`src/rtl/mem_uart_resp.sv`:
```
// Byte-stream memory access responder: decodes 7-bit-safe command frames from a
// UART receive stream, issues one memory read or write, and streams read data back.
module mem_uart_resp #(
    parameter int ADDR_W = 32
) (
    input  logic              clk,
    input  logic              rst,
    input  logic [7:0]        rx_data,
    input  logic              rx_valid,
    output logic              rx_ready,
    output logic [7:0]        tx_data,
    output logic              tx_valid,
    input  logic              tx_ready,
    output logic [ADDR_W-1:0] mem_addr,
    output logic [31:0]       mem_wdata,
    output logic [3:0]        mem_be,
    output logic              mem_re,
    output logic              mem_we,
    input  logic              mem_ack,
    input  logic [31:0]       mem_rdata,
    output logic              busy,
    output logic              err,
    output logic [2:0]        dbg_state
);

    // Handshake: a byte moves on any rising edge where valid & ready are both high;
    // a producer holds valid and data steady until that edge.

    localparam logic [2:0] S_CMD   = 3'd0;
    localparam logic [2:0] S_ADDR  = 3'd1;
    localparam logic [2:0] S_AMSB  = 3'd2;
    localparam logic [2:0] S_WDATA = 3'd3;
    localparam logic [2:0] S_WMSB  = 3'd4;
    localparam logic [2:0] S_MEM   = 3'd5;
    localparam logic [2:0] S_RESP  = 3'd6;

    logic [2:0]  state_q, state_d;
    logic [1:0]  cnt_q, cnt_d;
    logic [1:0]  len_q, len_d;
    logic        is_read_q, is_read_d;
    logic [31:0] addr_q, addr_d;
    logic [31:0] wdata_q, wdata_d;
    logic [31:0] rdata_q, rdata_d;
    logic [3:0]  be_q, be_d;
    logic        re_q, re_d;
    logic        we_q, we_d;
    logic        err_q, err_d;
    logic        rx_fire, tx_fire;

    assign rx_ready  = (state_q == S_CMD) || (state_q == S_ADDR) || (state_q == S_AMSB)
                    || (state_q == S_WDATA) || (state_q == S_WMSB);
    assign tx_valid  = (state_q == S_RESP);
    assign tx_data   = rdata_q[{cnt_q, 3'b000} +: 8];
    assign rx_fire   = rx_valid & rx_ready;
    assign tx_fire   = tx_valid & tx_ready;
    assign mem_addr  = addr_q[ADDR_W-1:0];
    assign mem_wdata = wdata_q;
    assign mem_be    = be_q;
    assign mem_re    = re_q;
    assign mem_we    = we_q;
    assign busy      = (state_q != S_CMD);
    assign err       = err_q;
    assign dbg_state = state_q;

    always_comb begin
        state_d   = state_q;
        cnt_d     = cnt_q;
        len_d     = len_q;
        is_read_d = is_read_q;
        addr_d    = addr_q;
        wdata_d   = wdata_q;
        rdata_d   = rdata_q;
        be_d      = be_q;
        re_d      = re_q;
        we_d      = we_q;
        err_d     = 1'b0;
        case (state_q)
            S_CMD: begin
                if (rx_fire) begin
                    if (rx_data[7:2] == 6'b110000 || rx_data[7:2] == 6'b100000) begin
                        is_read_d = rx_data[6];
                        len_d     = rx_data[1:0];
                        cnt_d     = 2'd0;
                        addr_d    = 32'd0;
                        wdata_d   = 32'd0;
                        case (rx_data[1:0])
                            2'd0:    be_d = 4'b0001;
                            2'd1:    be_d = 4'b0011;
                            2'd2:    be_d = 4'b0111;
                            default: be_d = 4'b1111;
                        endcase
                        state_d = S_ADDR;
                    end else begin
                        err_d = 1'b1;
                    end
                end
            end
            S_ADDR: begin
                if (rx_fire) begin
                    addr_d[{cnt_q, 3'b000} +: 7] = rx_data[6:0];
                    cnt_d = cnt_q + 2'd1;
                    if (cnt_q == 2'd3) state_d = S_AMSB;
                end
            end
            S_AMSB: begin
                if (rx_fire) begin
                    addr_d[7]  = rx_data[0];
                    addr_d[15] = rx_data[1];
                    addr_d[23] = rx_data[2];
                    addr_d[31] = rx_data[3];
                    cnt_d      = 2'd0;
                    if (is_read_q) begin
                        state_d = S_MEM;
                        re_d    = 1'b1;
                    end else begin
                        state_d = S_WDATA;
                    end
                end
            end
            S_WDATA: begin
                if (rx_fire) begin
                    wdata_d[{cnt_q, 3'b000} +: 7] = rx_data[6:0];
                    if (cnt_q == len_q) begin
                        state_d = S_WMSB;
                        cnt_d   = 2'd0;
                    end else begin
                        cnt_d = cnt_q + 2'd1;
                    end
                end
            end
            S_WMSB: begin
                if (rx_fire) begin
                    // Bytes above len stay zero, so their MSB bits are dropped.
                    wdata_d[7] = rx_data[0];
                    if (len_q >= 2'd1) wdata_d[15] = rx_data[1];
                    if (len_q >= 2'd2) wdata_d[23] = rx_data[2];
                    if (len_q == 2'd3) wdata_d[31] = rx_data[3];
                    state_d = S_MEM;
                    we_d    = 1'b1;
                end
            end
            S_MEM: begin
                if (mem_ack) begin
                    re_d = 1'b0;
                    we_d = 1'b0;
                    if (is_read_q) begin
                        rdata_d = mem_rdata;
                        cnt_d   = 2'd0;
                        state_d = S_RESP;
                    end else begin
                        state_d = S_CMD;
                    end
                end
            end
            S_RESP: begin
                if (tx_fire) begin
                    if (cnt_q == len_q) begin
                        cnt_d   = 2'd0;
                        state_d = S_CMD;
                    end else begin
                        cnt_d = cnt_q + 2'd1;
                    end
                end
            end
            default: state_d = S_CMD;
        endcase
    end

    always_ff @(posedge clk) begin
        if (rst) begin
            state_q   <= S_CMD;
            cnt_q     <= 2'd0;
            len_q     <= 2'd0;
            is_read_q <= 1'b0;
            addr_q    <= 32'd0;
            wdata_q   <= 32'd0;
            rdata_q   <= 32'd0;
            be_q      <= 4'd0;
            re_q      <= 1'b0;
            we_q      <= 1'b0;
            err_q     <= 1'b0;
        end else begin
            state_q   <= state_d;
            cnt_q     <= cnt_d;
            len_q     <= len_d;
            is_read_q <= is_read_d;
            addr_q    <= addr_d;
            wdata_q   <= wdata_d;
            rdata_q   <= rdata_d;
            be_q      <= be_d;
            re_q      <= re_d;
            we_q      <= we_d;
            err_q     <= err_d;
        end
    end

endmodule

```
`config.mk`:
```
export PLATFORM = sky130hd
export DESIGN_NAME = mem_uart_resp
export DESIGN_NICKNAME = d
export VERILOG_FILES = /design/src/rtl/mem_uart_resp.sv
export SDC_FILE = /design/constraint.sdc
export NUM_CORES = 1
export LEC_CHECK = 0
export CAP_MARGIN = 10
export CORE_AREA = 3 3 103 105
export DETAILED_ROUTE_END_ITERATION = 16
export DIE_AREA = 0 0 106 108
export GPL_TIMING_DRIVEN = 0
export HOLD_SLACK_MARGIN = 0.02
export PLACE_DENSITY = 0.79
export SLEW_MARGIN = 25
export SYNTH_ARGS = -nofsm -noshare
export SYNTH_HDL_FRONTEND = slang
export SYNTH_SLANG_ARGS = --single-unit
```
`constraint.sdc`:
```
create_clock -name clk -period 2.62 [get_ports clk]
set_input_delay 0.262 -clock clk [delete_from_list [all_inputs] [get_ports clk]]
set_output_delay 0.262 -clock clk [all_outputs]
set_load 0.01 [all_outputs]
```
==> results of run 1 <==
-- layout make-up --
type,count,area (µm²),share of cell area
buffer,35,166,0.0261
clock buffer,10,128,0.0200
clock inverter,6,103,0.0161
inverter,7,26.3,0.00412
multi-input combinational,398,2310,0.362
sequential,111,2220,0.348
tap,133,166,0.0261
timing repair buffer,126,1260,0.198
-- worst max-delay path: stages (launching register included) --
cell,delay (ps)
sky130_fd_sc_hd__dfxtp_1,490
sky130_fd_sc_hd__clkbuf_4,340
sky130_fd_sc_hd__mux4_2,550
sky130_fd_sc_hd__clkdlybuf4s50_1,500
-- logic make-up after synthesis --
kind of cell	Yosys count	synth area share
DFF	111	0.473
buffers and inverters	43	0.0410
and+or+nand+nor	238	0.239
AOI/OAI and AO/OA	142	0.186
adders and majority gates	4	0.0106
xor gates and xnor gates	3	0.00559
muxes	11	0.0447
-- final timing paths --
check,start,end,slack (ps),depth (start not counted)
setup / recovery,cnt_q[0],tx_data[7],110,3
hold reg to reg,mem_be[3],mem_be[3],460,2
hold / removal,rx_data[5],mem_wdata[5],180,2
setup reg to reg,cnt_q[1],mem_wdata[4],190,6
-- placed cells by master, fill, tap and decap left out, types with 3 or more instances in the layout --
cell and n:
sky130_fd_sc_hd__clkdlybuf4s50_1 126, sky130_fd_sc_hd__dfxtp_1 111, sky130_fd_sc_hd__nand2_1 106, sky130_fd_sc_hd__a21oi_1 94, sky130_fd_sc_hd__nand3_1 51, sky130_fd_sc_hd__clkbuf_1 23, sky130_fd_sc_hd__nor2_1 20, sky130_fd_sc_hd__nand2b_1 18
sky130_fd_sc_hd__a22o_1 15, sky130_fd_sc_hd__clkbuf_8 9, sky130_fd_sc_hd__mux4_2 8, sky130_fd_sc_hd__buf_2 6, sky130_fd_sc_hd__nor3_1 6, sky130_fd_sc_hd__o21a_1 6, sky130_fd_sc_hd__inv_1 5, sky130_fd_sc_hd__nor3_2 5
sky130_fd_sc_hd__nand4_1 5, sky130_fd_sc_hd__o21ai_1 4, sky130_fd_sc_hd__a22oi_1 4, sky130_fd_sc_hd__and2_1 4, sky130_fd_sc_hd__ha_1 4, sky130_fd_sc_hd__or3_1 3, sky130_fd_sc_hd__buf_6 3, sky130_fd_sc_hd__mux2i_1 3
sky130_fd_sc_hd__and3_1 3
-- flip-flops by register name, summed over array words and instances (netlist names) --
signal and flops:
mem_be 4, mem_re 1, dbg_state 3, mem_wdata 32, mem_addr 32, mem_we 1, cnt_q 2, is_read_q 1
err 1, rdata_q 32, len_q 2
-- layer usage --
| metal | track usage | routed length [µm] | vias up |
|---|---|---|---|
| met5 | 0 | 0 | - |
| met4 | 0.0860 | 249 | 0 |
| met3 | 0.0436 | 1060 | 23 |
| met2 | 0.408 | 6890 | 204 |
| met1 | 0.314 | 5860 | 2246 |
| li1 | - | - | 2210 |
-- through the flow --
| stage | setup TNS [ps] | instances |
|---|---|---|
| finish | 0 | 826 |
| global route | 0 | 826 |
| CTS | 0 | 827 |
| detailed placement | -1520 | 811 |
| global placement | -1100 | 811 |
| floorplan | 0 | 552 |
-- power breakdown --
group,total (mW),switching (mW),internal (mW)
Clock,1.18,0.620,0.556
Combinational,0.186,0.102,0.0837
Sequential,1.69,0.00265,1.69
-- repair_timing --
| action | CTS | global route |
|---|---|---|
| pin swaps | 0 | 0 |
| setup buffers | 0 | 0 |
| gates resized for setup | 3 | 4 |
| setup endpoints to repair | 20 | 20 |
==> impl_summary.txt, run 1 <==
----------------------------------------------------
[Placed design]
  Count of buffers from port buffering ... 126
  Pre-CTS worst setup slack ... -214 ps
  Final weighted congestion of routability-driven global placement ... 0.907
  Total placed instance area ... roughly 6100 µm²
  Detailed placement HPWL ... about 10000 µm

[Setup path]
  Worst EP arrival ... 2250 ps
  Required time of the worst setup path ... roughly 2400 ps
  Critical setup path kind ... reg -> out
  Highest net fanout along the worst path ... 10
  Crit path launch type ... register
  Setup crit end kind ... output port

[Pwr]
  Power density relative to cell area ... 479 nW/µm²
  Peak VDD IR ... approximately 310 µV
  Static Leakage ... 2.08 nW
  Total Power ... 3.05 mW

[Timing]
  Max Clock Freq ... slightly below 400 MHz
  Fin Hold WS ... ~180 ps
  Final number of hold-violating endpoints ... 0
  Clock Skew ... 13.9 ps
  Setup repair after global routing missed its margin ... no
  Worst-case headroom to the max-slew limit ... 0.544
  Period utilization ... 0.960
  Final setup viols ... 0
  Clock period minus final worst setup slack ... about 2500 ps
  Least-Margin Pin Slew ... 683 ps
  Worst-case setup margin in the final layout ... between 100 and 150 ps
  Count of pins over their slew limit ... 0

[Outcome]
  Run status ... finished, final reports clean

[Logic synthesis]
  Fraction of registers with async set/reset ... 0
  Post-Syn Area per Cell ... approximately 8.5 µm²
  Net count after synthesis ... 601
  Predominant post-synthesis flop cell ... sky130_fd_sc_hd__dfxtp_1
  Post-synth top area share ... 0.473
  Count of warnings emitted by yosys ... 0
  Number of register bits inferred by synthesis ... 111
  Top cells by count, synth ... sky130_fd_sc_hd__dfxtp_1, sky130_fd_sc_hd__nand2_1, sky130_fd_sc_hd__a21oi_1
  Most common cell in the netlist ... sky130_fd_sc_hd__dfxtp_1
  Part of the Yosys area used for sequential elements ... 0.473
  Cell types with the largest area share after synthesis ... sky130_fd_sc_hd__dfxtp_1, sky130_fd_sc_hd__a21oi_1, sky130_fd_sc_hd__nand2_1
  Number of different library cells in the post-synthesis netlist ... 54
  Syn Inst Count ... 552
  Post-synth top area cell ... sky130_fd_sc_hd__dfxtp_1
  Netlist area before placement ... 4700 µm²
  EDFF count, synth ... 0

[Detailed routing]
  Post-detailed-route DRC marker count ... 0
  Initial DRC count ... 355
  DR pass1 iterations ... 5
  Number of vias after detailed routing ... around 4700
  Number of nets with antenna violations after detailed routing ... 0
  Average wire length per cell after detail routing ... 17.0 µm
  Aggregate routed wire length ... 14100 µm
  Average vias per placed instance ... between 5 and 6

[Worst hold path]
  Hold Crit Class ... in -> reg

[Die]
  Placeable core area ... approximately 10000 µm²
  Chip height ... between 100 and 150 µm
  Effective utilization at floorplan ... 0.483
  Row cnt ... 36
  Chip width ... about 110 µm
  Ports placed on the boundary ... 130
  Die area ... approximately 11000 µm²

[GRT]
  Via count of the first global-routing pass ... ~4500
  First-pass GRT wire length ... about 22000 µm
  Maximum number of pins on one net before global-route repair ... 20
  GR Util All Layers ... 0.242
  Total gr overflow ... 0
  Initial antenna violation count ... 0

[CTS]
  Max Root-Sink Buffers ... 2
  Clk sink count ... approximately 110
  Source-to-sink clock delay at the later pin of the worst-skew pair ... between 300 and 400 ps
  Clock transition time at the flip-flop clock pins of the worst setup and hold paths ... between 100 and 150 ps
  Clock H-tree levels ... 3
  CTS tree ... built
  CTS Hold Buffers Added ... 0
  Cell at the root of the clock tree ... sky130_fd_sc_hd__clkbuf_8
  Cts bufs inserted ... 9

[Final layout]
  Finished Cell Area ... between 6000 and 7000 µm²
  Final-layout fill cell count ... ~830
  Layout-stage area growth over the synthesis result ... 35.7%
  Inserted Diodes ... 0
  Fraction of final layout cells sized beyond drive strength 1 ... 0.0722
  Net count, final ... between 700 and 800
  Final core area utilization ... 0.656

[Flow run]
  Max-cap viol count ... 0

----------------------------------------------------
No activity file was read; power rests on OpenSTA's default activity.
==> run 2, diff against run 1 <==
- CAP_MARGIN: 10 -> default
==> results of run 2 <==
No change in the layout: final DEF, timing and power equal those of run 1.
==> run 3, diff against run 2 <==
- SETUP_SLACK_MARGIN: default -> 0.15
==> run 3 against run 2 <==
Combinational power about the same. Routed wire length increased by 0.28%. Critical path depth increased by 3. Critical path type is now reg -> reg. Largest power group unchanged. Via count shrank 0.32%. Utilization grew 0.14 points. Critical endpoint is now mem_wdata[4]. Die area stayed put.
==> impl_summary.txt, run 3 (synthesized netlist as in run 1, its figures left out) <==
----------------------------------------------------
[GRT]
  Maximum number of pins on one net before global-route repair ... 20 (unchanged)
  Total gr overflow ... 0 (unchanged)
  First-pass GRT wire length ... 22100 µm (about the same)
  Met1 GRT Util ... 0.314 (unchanged)
  Global-route met2 utilization ... 0.408 (unchanged)
  Initial antenna violation count ... 0 (unchanged)
  GR Util All Layers ... 0.242 (unchanged)
  Busiest metal layer after global routing ... met2
  Via count of the first global-routing pass ... 4531 (-0.088%)
  GR met3 Demand/Resource ... 0.0436 (unchanged)

[Setup path]
  Required time of the worst setup path ... 2940 ps (+580 ps)
  Crit path launch type ... register
  Setup crit end kind ... register
  Series of cell instances along the critical path ... buf_2 > inv_1 > ha_1 > or4_1 > nor3_2 > a22o_1
  Highest net fanout along the worst path ... 10 (unchanged)
  Worst EP arrival ... 2750 ps (+500 ps)
  Highest-delay cell along the critical path ... sky130_fd_sc_hd__or4_1
  Origin of the worst setup path ... cnt_q[1]
  Delay of the slowest critical-path stage ... 610 ps (+60 ps)
  Setup slack of the most critical reg-to-reg path ... 200 ps (about the same)
  R2r startpoint ... cnt_q[1]
  Critical setup path kind ... reg -> reg

[Final layout]
  Fraction of final layout cells sized beyond drive strength 1 ... 0.0778 (+0.00566)
  Most common cell after layout, fill and taps aside ... sky130_fd_sc_hd__clkdlybuf4s50_1
  Net count, final ... 738 (+0.14%)
  Layout-stage area growth over the synthesis result ... 36.0%
  Inserted Diodes ... 0 (unchanged)
  Most frequent cells in the layout ... sky130_fd_sc_hd__clkdlybuf4s50_1, sky130_fd_sc_hd__dfxtp_1, sky130_fd_sc_hd__nand2_1, sky130_fd_sc_hd__a21oi_1, sky130_fd_sc_hd__nand3_1

[Worst hold path]
  Hold Crit Class ... in -> reg
  Start point of the worst min-delay path ... rx_data[5]

[Die]
  Chip height ... 108 µm (unchanged)
  Die area ... 11400 µm² (unchanged)
  Placeable core area ... 9730 µm² (unchanged)
  Chip width ... 106 µm (unchanged)
  Row cnt ... 36 (unchanged)
  Ports placed on the boundary ... 130 (unchanged)
  Effective utilization at floorplan ... 0.483 (unchanged)

[Timing]
  Max Clock Freq ... 413 MHz (+3.8%)
  Least-Margin Pin Slew ... 676 ps (-7.61 ps)
  Worst-case headroom to the max-slew limit ... 0.549 (+0.00507)
  Period utilization ... 0.924 (-0.0354)
  Final-layout setup total negative slack ... 0 ps (unchanged)
  Count of pins over their slew limit ... 0 (unchanged)
  Clock period minus final worst setup slack ... 2420 ps (-92.8 ps)
  Final setup viols ... 0 (unchanged)
  Final number of hold-violating endpoints ... 0 (unchanged)
  Fin Hold WS ... 179 ps (+0.921 ps)
  Setup repair after global routing missed its margin ... yes
  Clock Skew ... 14.7 ps (+0.819 ps)

[Placed design]
  Final weighted congestion of routability-driven global placement ... 0.907 (unchanged)
  Count of buffers from port buffering ... 126 (unchanged)
  Detailed placement HPWL ... 10500 µm (unchanged)

[Detailed routing]
  Post-detailed-route DRC marker count ... 0 (unchanged)
  Initial DRC count ... 262 (-26%)
  DR pass1 iterations ... 5 (unchanged)
  Aggregate routed wire length ... 14100 µm (+0.28%)
  Number of nets with antenna violations after detailed routing ... 0 (unchanged)
  Average vias per placed instance ... 5.64 (-0.44%)
  Number of vias after detailed routing ... 4668 (-0.32%)
  Average wire length per cell after detail routing ... 17.1 µm (+0.16%)

[CTS]
  Max Root-Sink Buffers ... 2 (unchanged)
  CTS tree ... built
  Cell at the root of the clock tree ... sky130_fd_sc_hd__clkbuf_8
  Cts bufs inserted ... 9 (unchanged)
  Clk sink count ... 111 (unchanged)
  Post-CTS Setup Inserts ... 0 (unchanged)
  Source-to-sink clock delay at the later pin of the worst-skew pair ... 390 ps (about the same)
  Clock transition time at the flip-flop clock pins of the worst setup and hold paths ... 110 ps (about the same)
  Clock H-tree levels ... 3 (unchanged)

[Pwr]
  Power density relative to cell area ... 479 nW/µm² (about the same)
  Peak VDD IR ... 309 µV (-0.43%)
  Static Leakage ... 2.10 nW (+0.70%)

[Flow run]
  Max-cap viol count ... 0 (unchanged)

[Outcome]
  Run status ... finished, final reports clean

----------------------------------------------------
run 3: cell count changes in the layout (fill, tap and decap cells not counted):
cell / delta
sky130_fd_sc_hd__clkbuf_2: +1
sky130_fd_sc_hd__buf_2: +2
sky130_fd_sc_hd__nor2_2: +1
sky130_fd_sc_hd__buf_1: -1
sky130_fd_sc_hd__clkbuf_1: -1
sky130_fd_sc_hd__clkbuf_4: -1
sky130_fd_sc_hd__nor2_1: -1
sky130_fd_sc_hd__buf_6: +1
run 3: path summary, 6_finish.rpt:
check,cells past startpoint,end
max,6,mem_wdata[4]
min,2,mem_wdata[5]
min reg2reg,2,rdata_q[23]
max reg2reg,6,mem_wdata[4]
run 3: repair_timing:
action,in CTS,in global routing
hold buffers,0,0
endpoints found under the setup margin,44,42
resized for setup,6,8
run 3: stage by stage:
stage	worst slack, ps	cells	util	cell area (µm²)	power (mW)
after CTS	157	827	0.655	6380	3.05
after floorplan	262	552	-	4700	1.80
after detailed placement	-214	811	0.630	6130	1.91
after global routing	43.2	827	0.657	6400	3.12
after global placement	-161	811	0.630	6130	1.91
final	198	827	0.657	6400	3.06
run 3: power by group:
part	total [mW]	internal, mW	switching, mW	leakage, nW
Clock	1.18	0.556	0.626	0.114
Combinational	0.187	0.0838	0.103	1.09
Sequential	1.69	1.69	0.00256	0.894
run 3: worst max-delay path: cells and delay by family (launching register included):
kind	cells	cell delay [ps]
AO/OA/AOI/OAI	1	190
buffers and inverters	2	400
AND/OR/NAND/NOR	2	1020
flip-flops	1	410
adder cells (fa/ha/maj)	1	340
run 3: per-layer routing:
metal / vias up / share of wire
li1: 2214 / -
met1: 2253 / 0.42
met2: 182 / 0.49
met3: 19 / 0.070
met4: 0 / 0.016
met5: - / 0
run 3: layout make-up:
class / count / area [µm²]
inverters: 7 / 26.3
multi-input cells: 398 / 2310
clock inverters: 6 / 103
plain buffers: 36 / 178
fillers: 825 / 3330
well taps: 133 / 166
repair buffers: 126 / 1260
clock buffers: 10 / 128
flip-flops and latches: 111 / 2220
